$ cat src/rtl/spi_arbiter.sv
// spi_arbiter: round-robin arbiter sharing one SPI master among three requesters,
// with a WAIT-state watchdog that completes a stuck transaction with a timeout.
module spi_arbiter #(
  parameter int TO_CYCLES = 4095
) (
  input  logic        clk,
  input  logic        rst_n,
  input  logic [2:0]  req,
  input  logic [2:0]  req_ss_0,
  input  logic [2:0]  req_ss_1,
  input  logic [2:0]  req_ss_2,
  input  logic [15:0] req_data_0,
  input  logic [15:0] req_data_1,
  input  logic [15:0] req_data_2,
  output logic [2:0]  gnt,
  output logic [2:0]  done,
  output logic [15:0] rd_data,
  output logic        timeout,
  output logic        wrt_SPI,
  output logic [2:0]  ss,
  output logic [15:0] SPI_data,
  input  logic        SPI_done,
  input  logic [15:0] SPI_rdata
);
  typedef enum logic [1:0] {IDLE, LAUNCH, WAIT, DONE} state_t;
  localparam logic [12:0] WD_LAST = 13'(TO_CYCLES - 1);
  state_t      state, nxt;
  logic [12:0] wd;
  logic [1:0]  last_gnt, s0, s1, s2, win;
  logic        wd_hit, grant, finish;
  logic        wrt_d, timeout_d;
  logic [2:0]  done_d;
  // search order starts just after the previous winner and wraps 2 -> 0
  always_comb begin
    s0 = last_gnt == 2'd2 ? 2'd0 : last_gnt + 2'd1;
    s1 = s0 == 2'd2 ? 2'd0 : s0 + 2'd1;
    s2 = s1 == 2'd2 ? 2'd0 : s1 + 2'd1;
    win = req[s0] ? s0 : req[s1] ? s1 : s2;
  end
  assign wd_hit = wd == WD_LAST;
  assign grant  = state == IDLE && |req;
  assign finish = state == WAIT && (SPI_done || wd_hit);
  always_ff @(posedge clk or negedge rst_n) begin
    if (!rst_n) state <= IDLE;
    else state <= nxt;
  end
  always_comb begin
    nxt = state;
    case (state)
      IDLE:    nxt = grant ? LAUNCH : IDLE;
      LAUNCH:  nxt = WAIT;
      WAIT:    nxt = finish ? DONE : WAIT;
      default: nxt = IDLE;
    endcase
  end
  always_comb begin
    wrt_d     = nxt == LAUNCH;
    done_d    = nxt == DONE ? gnt : 3'b000;
    timeout_d = finish && !SPI_done;
  end
  always_ff @(posedge clk or negedge rst_n) begin
    if (!rst_n) begin
      gnt      <= 3'b000;
      done     <= 3'b000;
      timeout  <= 1'b0;
      wrt_SPI  <= 1'b0;
      ss       <= 3'b000;
      SPI_data <= 16'h0000;
      rd_data  <= 16'h0000;
      wd       <= 13'd0;
      last_gnt <= 2'd2;
    end else begin
      wrt_SPI <= wrt_d;
      done    <= done_d;
      timeout <= timeout_d;
      wd      <= state == WAIT ? wd + 13'd1 : 13'd0;
      if (grant) begin
        gnt      <= 3'(3'b001 << win);
        last_gnt <= win;
        ss       <= win == 2'd0 ? req_ss_0 : win == 2'd1 ? req_ss_1 : req_ss_2;
        SPI_data <= win == 2'd0 ? req_data_0 : win == 2'd1 ? req_data_1 : req_data_2;
      end else if (state == DONE) begin
        gnt <= 3'b000;
      end
      if (finish) rd_data <= SPI_done ? SPI_rdata : 16'h0000;
    end
  end
endmodule

$ cat config.mk
export PLATFORM = sky130hd
export DESIGN_NAME = spi_arbiter
export DESIGN_NICKNAME = d
export VERILOG_FILES = /design/src/rtl/spi_arbiter.sv
export SDC_FILE = /design/constraint.sdc
export NUM_CORES = 1
export LEC_CHECK = 0
export ABC_AREA = 1
export BUFFER_PORTS_ARGS = -buffer_cell sky130_fd_sc_hd__buf_2
export CAP_MARGIN = 10
export CORE_MARGIN = 2
export CORE_UTILIZATION = 50
export CTS_BUF_LIST = sky130_fd_sc_hd__clkbuf_16
export DETAILED_ROUTE_END_ITERATION = 12
export GPL_ROUTABILITY_DRIVEN = 0
export PLACE_DENSITY = 0.93
export SYNTH_ARGS = -nofsm -noshare
export SYNTH_HDL_FRONTEND = slang
export SYNTH_SLANG_ARGS = --single-unit
$ cat constraint.sdc
create_clock -name clk -period 3.74 [get_ports clk]
set_clock_uncertainty 0.05 [all_clocks]
set_input_delay 0.374 -clock clk [delete_from_list [all_inputs] [get_ports clk]]
set_output_delay 0.374 -clock clk [all_outputs]
set_load 0.02 [all_outputs]
-- After elaboration in Yosys (flattened, before gate mapping)
Index checks and enable logic that the tools add are counted.
- flip-flop bits (word level): 60
- input bits: 79
- output and inout bits: 43
- logic and storage cells: 57
- add/subtract/negate cells: 4
- magnitude comparators: 2
- equality and inequality tests: 10
- shift operators: 1
- multiplexer cells: 21
- reductions and logical operators: 9
- operators with widths (cell ; number):
    $mux W16 ; 3
    $mux W3 ; 5
    $add A13 B1 Y13 const B ; 1
    $eq A13 B12 Y1 const B ; 1
    $mux W13 ; 1
    $eq A2 B2 Y1 const B ; 6
    $mux W2 ; 5
    $add A2 B1 Y2 const B ; 3
    $eq A2 B1 Y1 const B ; 3
    $lt A2 B3 Y1 const B ; 2
    $pmux W2 S3 ; 1
    $bmux W1 S2 ; 2
    $logic_not A2 Y1 ; 2
    $mux W1 ; 4
    $logic_and A1 B1 Y1 ; 3
    $reduce_or A3 Y1 ; 1
    $shl A1 B2 Y3 const A ; 1
    $reduce_bool A2 Y1 ; 1
    $logic_not A1 Y1 ; 1
    $logic_or A1 B1 Y1 ; 1

-- Logic depth before layout (Yosys ltp)
- depth in word-level cells: 11
- mapped depth: 10
- mapped depth without buffers: 9

-- Least setup slack after synthesis
Ideal clock, no wire load.
- kind: flip-flop to flip-flop
- start point: register state[0]
- end point: register rd_data[10]
- setup time: 118 ps
- arrival time: 1382 ps
- data required time: 3572 ps
- setup slack: 2190 ps
- cell stages (with the launch flop): 10
- buffers on the path: 2
- period minus slack after synthesis: 1550 ps
- cell sequence: dfrtp_1 > inv_1 > ha_1 > buf_2 > nand3_1 > nor2_1 > nand4_2 > buf_2 > nand3_1 > nand2_1
- longest elaborated chain between the ends: 2
- RTL lines (what ; line ; RTL):
    start, declared ; 27 ; state_t state, nxt;
    start signal, assigned ; 45 ; else state <= nxt;
    $eq A2 B2 Y1 ; 42 ; assign finish = state == WAIT && (SPI_done || wd_hit);
    $logic_and A1 B1 Y1 ; 42 ;
    end signal, assigned ; 85 ; if (finish) rd_data <= SPI_done ? SPI_rdata : 16'h0000;
    end, declared ; 17 ; output logic [15:0] rd_data,
No other way between the ends.
A chain may end at the register's enable or synchronous reset.

-- Worst setup path in the final report
- start point: register last_gnt[0]
- end point: register SPI_data[3]
- longest elaborated chain between the ends: 11
- elaborated cells between the ends (all ways): 19
- classes of those cells: 3 x add/sub; 4 x eq/ne; 11 x mux; 1 x reduce/logical
- RTL lines (what ; line ; RTL):
    start, declared ; 29 ; logic [1:0] last_gnt, s0, s1, s2, win;
    start signal, assigned ; 79 ; last_gnt <= win;
    $add A2 B1 Y2 / $eq A2 B2 Y1 (equally long branches) ; 35 ; s0 = last_gnt == 2'd2 ? 2'd0 : last_gnt + 2'd1;
    $mux W2 (*) ; 35 ;
    $add A2 B1 Y2 / $eq A2 B2 Y1 (equally long branches) ; 36 ; s1 = s0 == 2'd2 ? 2'd0 : s0 + 2'd1;
    $mux W2 ; 36 ;
    $add A2 B1 Y2 (tied with other cells) ; 37 ; s2 = s1 == 2'd2 ? 2'd0 : s1 + 2'd1;
    $mux W2 / $mux W1 (equally long branches) ; 37, 38 ;
    $mux W2 ; 38 ; win = req[s0] ? s0 : req[s1] ? s1 : s2;
    $mux W2 (*) ; 38 ;
    $eq A2 B1 Y1 ; 81 ; SPI_data <= win == 2'd0 ? req_data_0 : win == 2'd1 ? req_data_1 : req_data_2;
    $mux W16 ; 81 ;
    $mux W16 (*) ; 81 ;
    end signal, assigned ; 81 ;
    end, declared ; 21 ; output logic [15:0] SPI_data,
Mark *: on every way between the ends. The rest lies on a longest branch, timed or not. The select of a mux whose other input is x is not followed.

==> run_results.csv <==
group,metric,value,unit
outcome,status,"complete, no violations",
drt,viasPerCell,5.26,
layout,final_common_cell,"nand2_1",
critical_path,start_kind,"register",
critical_path,critPathKind,"register to register",
power,power,3500,uW
global_route,antenna_found_initial,0,
timing,relSlewSlack,47.9,%
synthesis,synthDistinctLibCells,27,
critical_path,critical_path.slowest_cell,"nand3_1",
power,leakagePower,0.00245,uW
power,clkPwrFrac,24.2,%
critical_path,cp-end-kind,"register",
power,power_frac_seq,29.6,%
critical_path,crit_required,3.95,ns
worst_hold_path,min_path_type,"input port to asynchronous set/reset pin",
timing,fin_crit_sh,78.3,%
layout,nFillCells,503,
layout,drive_above_1_share,26.7,%
global_route,grt_max_degree,35,
floorplanning,die_h,84.9,um
placed_design,dp.cells,616,
clock_tree,ctsHtreeMaxLevel,3,
drt,avgRoutedWirePerCell,13.5,um
timing,rsz0062_at_grt,"false",
global_route,overflow,0,
floorplanning,ios,122,
synthesis,synth_seq_cells,60,
global_route,gr-usage-all-layers,24.8,%
placed_design,pre_cts_ws,0.857,ns
timing,finalSetupViolations,0,
timing,tns,0,ns
clock_tree,post_cts_buffers,0,
power,power.switching,1510,uW
layout,regArea,1500,um^2
layout,nets,634,
power,pwr-share-comb,46.2,%
synthesis,synth_edf_count,0,
power,power_density,836,nW/um^2
synthesis,async_flop_share,100,%
drt,drtIter0Drc,178,
timing,max_freq,341,MHz
layout,multiInputGateArea,1410,um^2
synthesis,synth.yosys.warnings,0,
clock_tree,clk_path_buf_depth,2,
clock_tree,clk_pin_slew,0.05,ns
clock_tree,clock_sinks,60,
clock_tree,cts_resized,0,
clock_tree,ctsHoldBuffers,0,
critical_path,cp_slowest_stage_delay,0.66,ns
synthesis,ys.flop_type,"dfrtp_1",
layout,num_antenna_cells,0,
synthesis,netlist_area,3270,um^2
floorplanning,design.die.area,7200,um^2
timing,whs,0.0151,ns
drt,antenna_left,0,
layout,final_cell_mix,"nand2_1, buf_2, nand3_1",
clock_tree,clk_latency,0.32,ns
floorplanning,start_util,51.5,%
clock_tree,root_buffer,"clkbuf_16",
global_route,grt_pass1_vias,3198,
critical_path,arrival,3.14,ns
synthesis,syn_avg_cell_area,7.48,um^2
power,swShare,43.2,%
power,internal-power,1980,uW
timing,hold_viol_final,0,
timing,finalCriticalPeriod,2.93,ns
floorplanning,num_rows,29,
global_route,grt_pass1_wl,14300,um
layout,syn2layout_area_growth,27.9,%
critical_path,cp_cell_sequence,"nor2_2 -> nor2_1 -> nand3_2 -> nand2_2 -> inv_2 -> nand3_1 -> nand2_1 -> nand3_1 -> nand2_1",
timing,tightest_slew,0.780,ns
layout,stdcell_count,631,
drt,firstDrtPassIters,5,
placed_design,dp_hpwl,5940,um
flow_run,max-cap-violations,0,
clock_tree,cts_made_buffers,9,
drt,drc,0,
timing,slew_violations,0,
clock_tree,cts_tree,"built",
floorplanning,coreArea,6350,um^2
drt,routed_wl,8500,um
synthesis,ys_seq_area_share,46.0,%
floorplanning,die_w,84.9,um
placed_design,port_buffers,121,
synthesis,synth.net_count,521,
critical_path,crit_fanout,21,
timing,worst_slack,0.812,ns
synthesis,syn-instance-count,437,
critical_path,reg2reg_slack,0.81,ns
power,peakVddDrop,0.456,mV
drt,vias,3321,
[critical path, delay by kind of cell, from the launching register on]
kind / cells / cell delay [ns]
flip-flops: 1 / 0.40
buffers and inverters: 1 / 0.39
AND/OR/NAND/NOR: 8 / 2.00
[worst paths after layout]
kind                                from           to  cells after the start
max                          last_gnt[0]  SPI_data[3]                      9
min                                rst_n   rd_data[0]                      1
max reg2reg                  last_gnt[0]  SPI_data[3]                      9
min reg2reg                  SPI_data[5]  SPI_data[5]                      2
max in group asynchronous          rst_n  last_gnt[1]                      2
min in group clk           SPI_rdata[11]  rd_data[11]                      3
[cells by family after synthesis]
group                    after synthesis  share of synthesized area [%]
AND/OR/NAND/NOR                      267                           37.4
buffers and inverters                 85                           11.1
flip-flops                            60                           46.0
AO/OA/AOI/OAI                         18                           3.10
adder cells (fa/ha/maj)                5                           1.91
XOR/XNOR                               2                          0.536
[flip-flops by register name (all words and copies together) (netlist names)]
| register | flops |
|---|---|
| timeout | 1 |
| state | 2 |
| wrt_SPI | 1 |
| rd_data | 16 |
| SPI_data | 16 |
| last_gnt | 2 |
| ss | 3 |
| gnt | 3 |
| wd | 13 |
| done | 3 |
[cell type report]
type / instances / share of cell area [%]
sequential: 60 / 35.9
timing repair buffer: 124 / 15.0
clock buffer: 9 / 5.39
inverter: 63 / 5.66
tap: 77 / 2.30
clock inverter: 6 / 1.92
multi-input combinational: 292 / 33.8
[cells in the mapped netlist (2+ instances only)]
cell	n	area share, %
nand2_2	2	0.38
inv_1	62	7.1
nand3_1	80	12
o21ai_0	8	1.2
ha_1	5	1.9
clkbuf_1	8	0.92
dfrtp_1	59	45
nor2_2	2	0.38
xor2_1	2	0.54
nand2_1	132	15
a21oi_1	7	1.1
nor2_1	24	2.8
nand4_1	2	0.38
buf_2	9	1.4
nand3b_1	19	4.4
nand3_2	2	0.61
buf_6	4	1.4
[metal layers]
metal / share of wire, % / routed length [um] / global-route usage [%]
met5: 0 / 0 / 0
met4: 2.2 / 183 / 9.67
met3: 7.7 / 652 / 5.25
met2: 50 / 4260 / 42.7
met1: 40 / 3400 / 30.6
[per-stage QoR]
stage	util, %	instance area [um^2]
detailed placement	61.0	3870
finish	65.8	4180
floorplan	-	3270
global route	65.8	4180
CTS	65.8	4180
global placement	61.0	3870
[power groups by stage]
stage / registers, uW / clock network (uW) / logic [uW]
2_1_floorplan: 1290 / 0 / 920
3_3_place_gp: 1030 / 0 / 1550
3_5_place_dp: 1040 / 0 / 1600
4_1_cts: 1030 / 857 / 1620
5_1_grt: 1060 / 886 / 1800
6_report: 1040 / 846 / 1610
No activity file was read; power rests on OpenSTA's default activity.
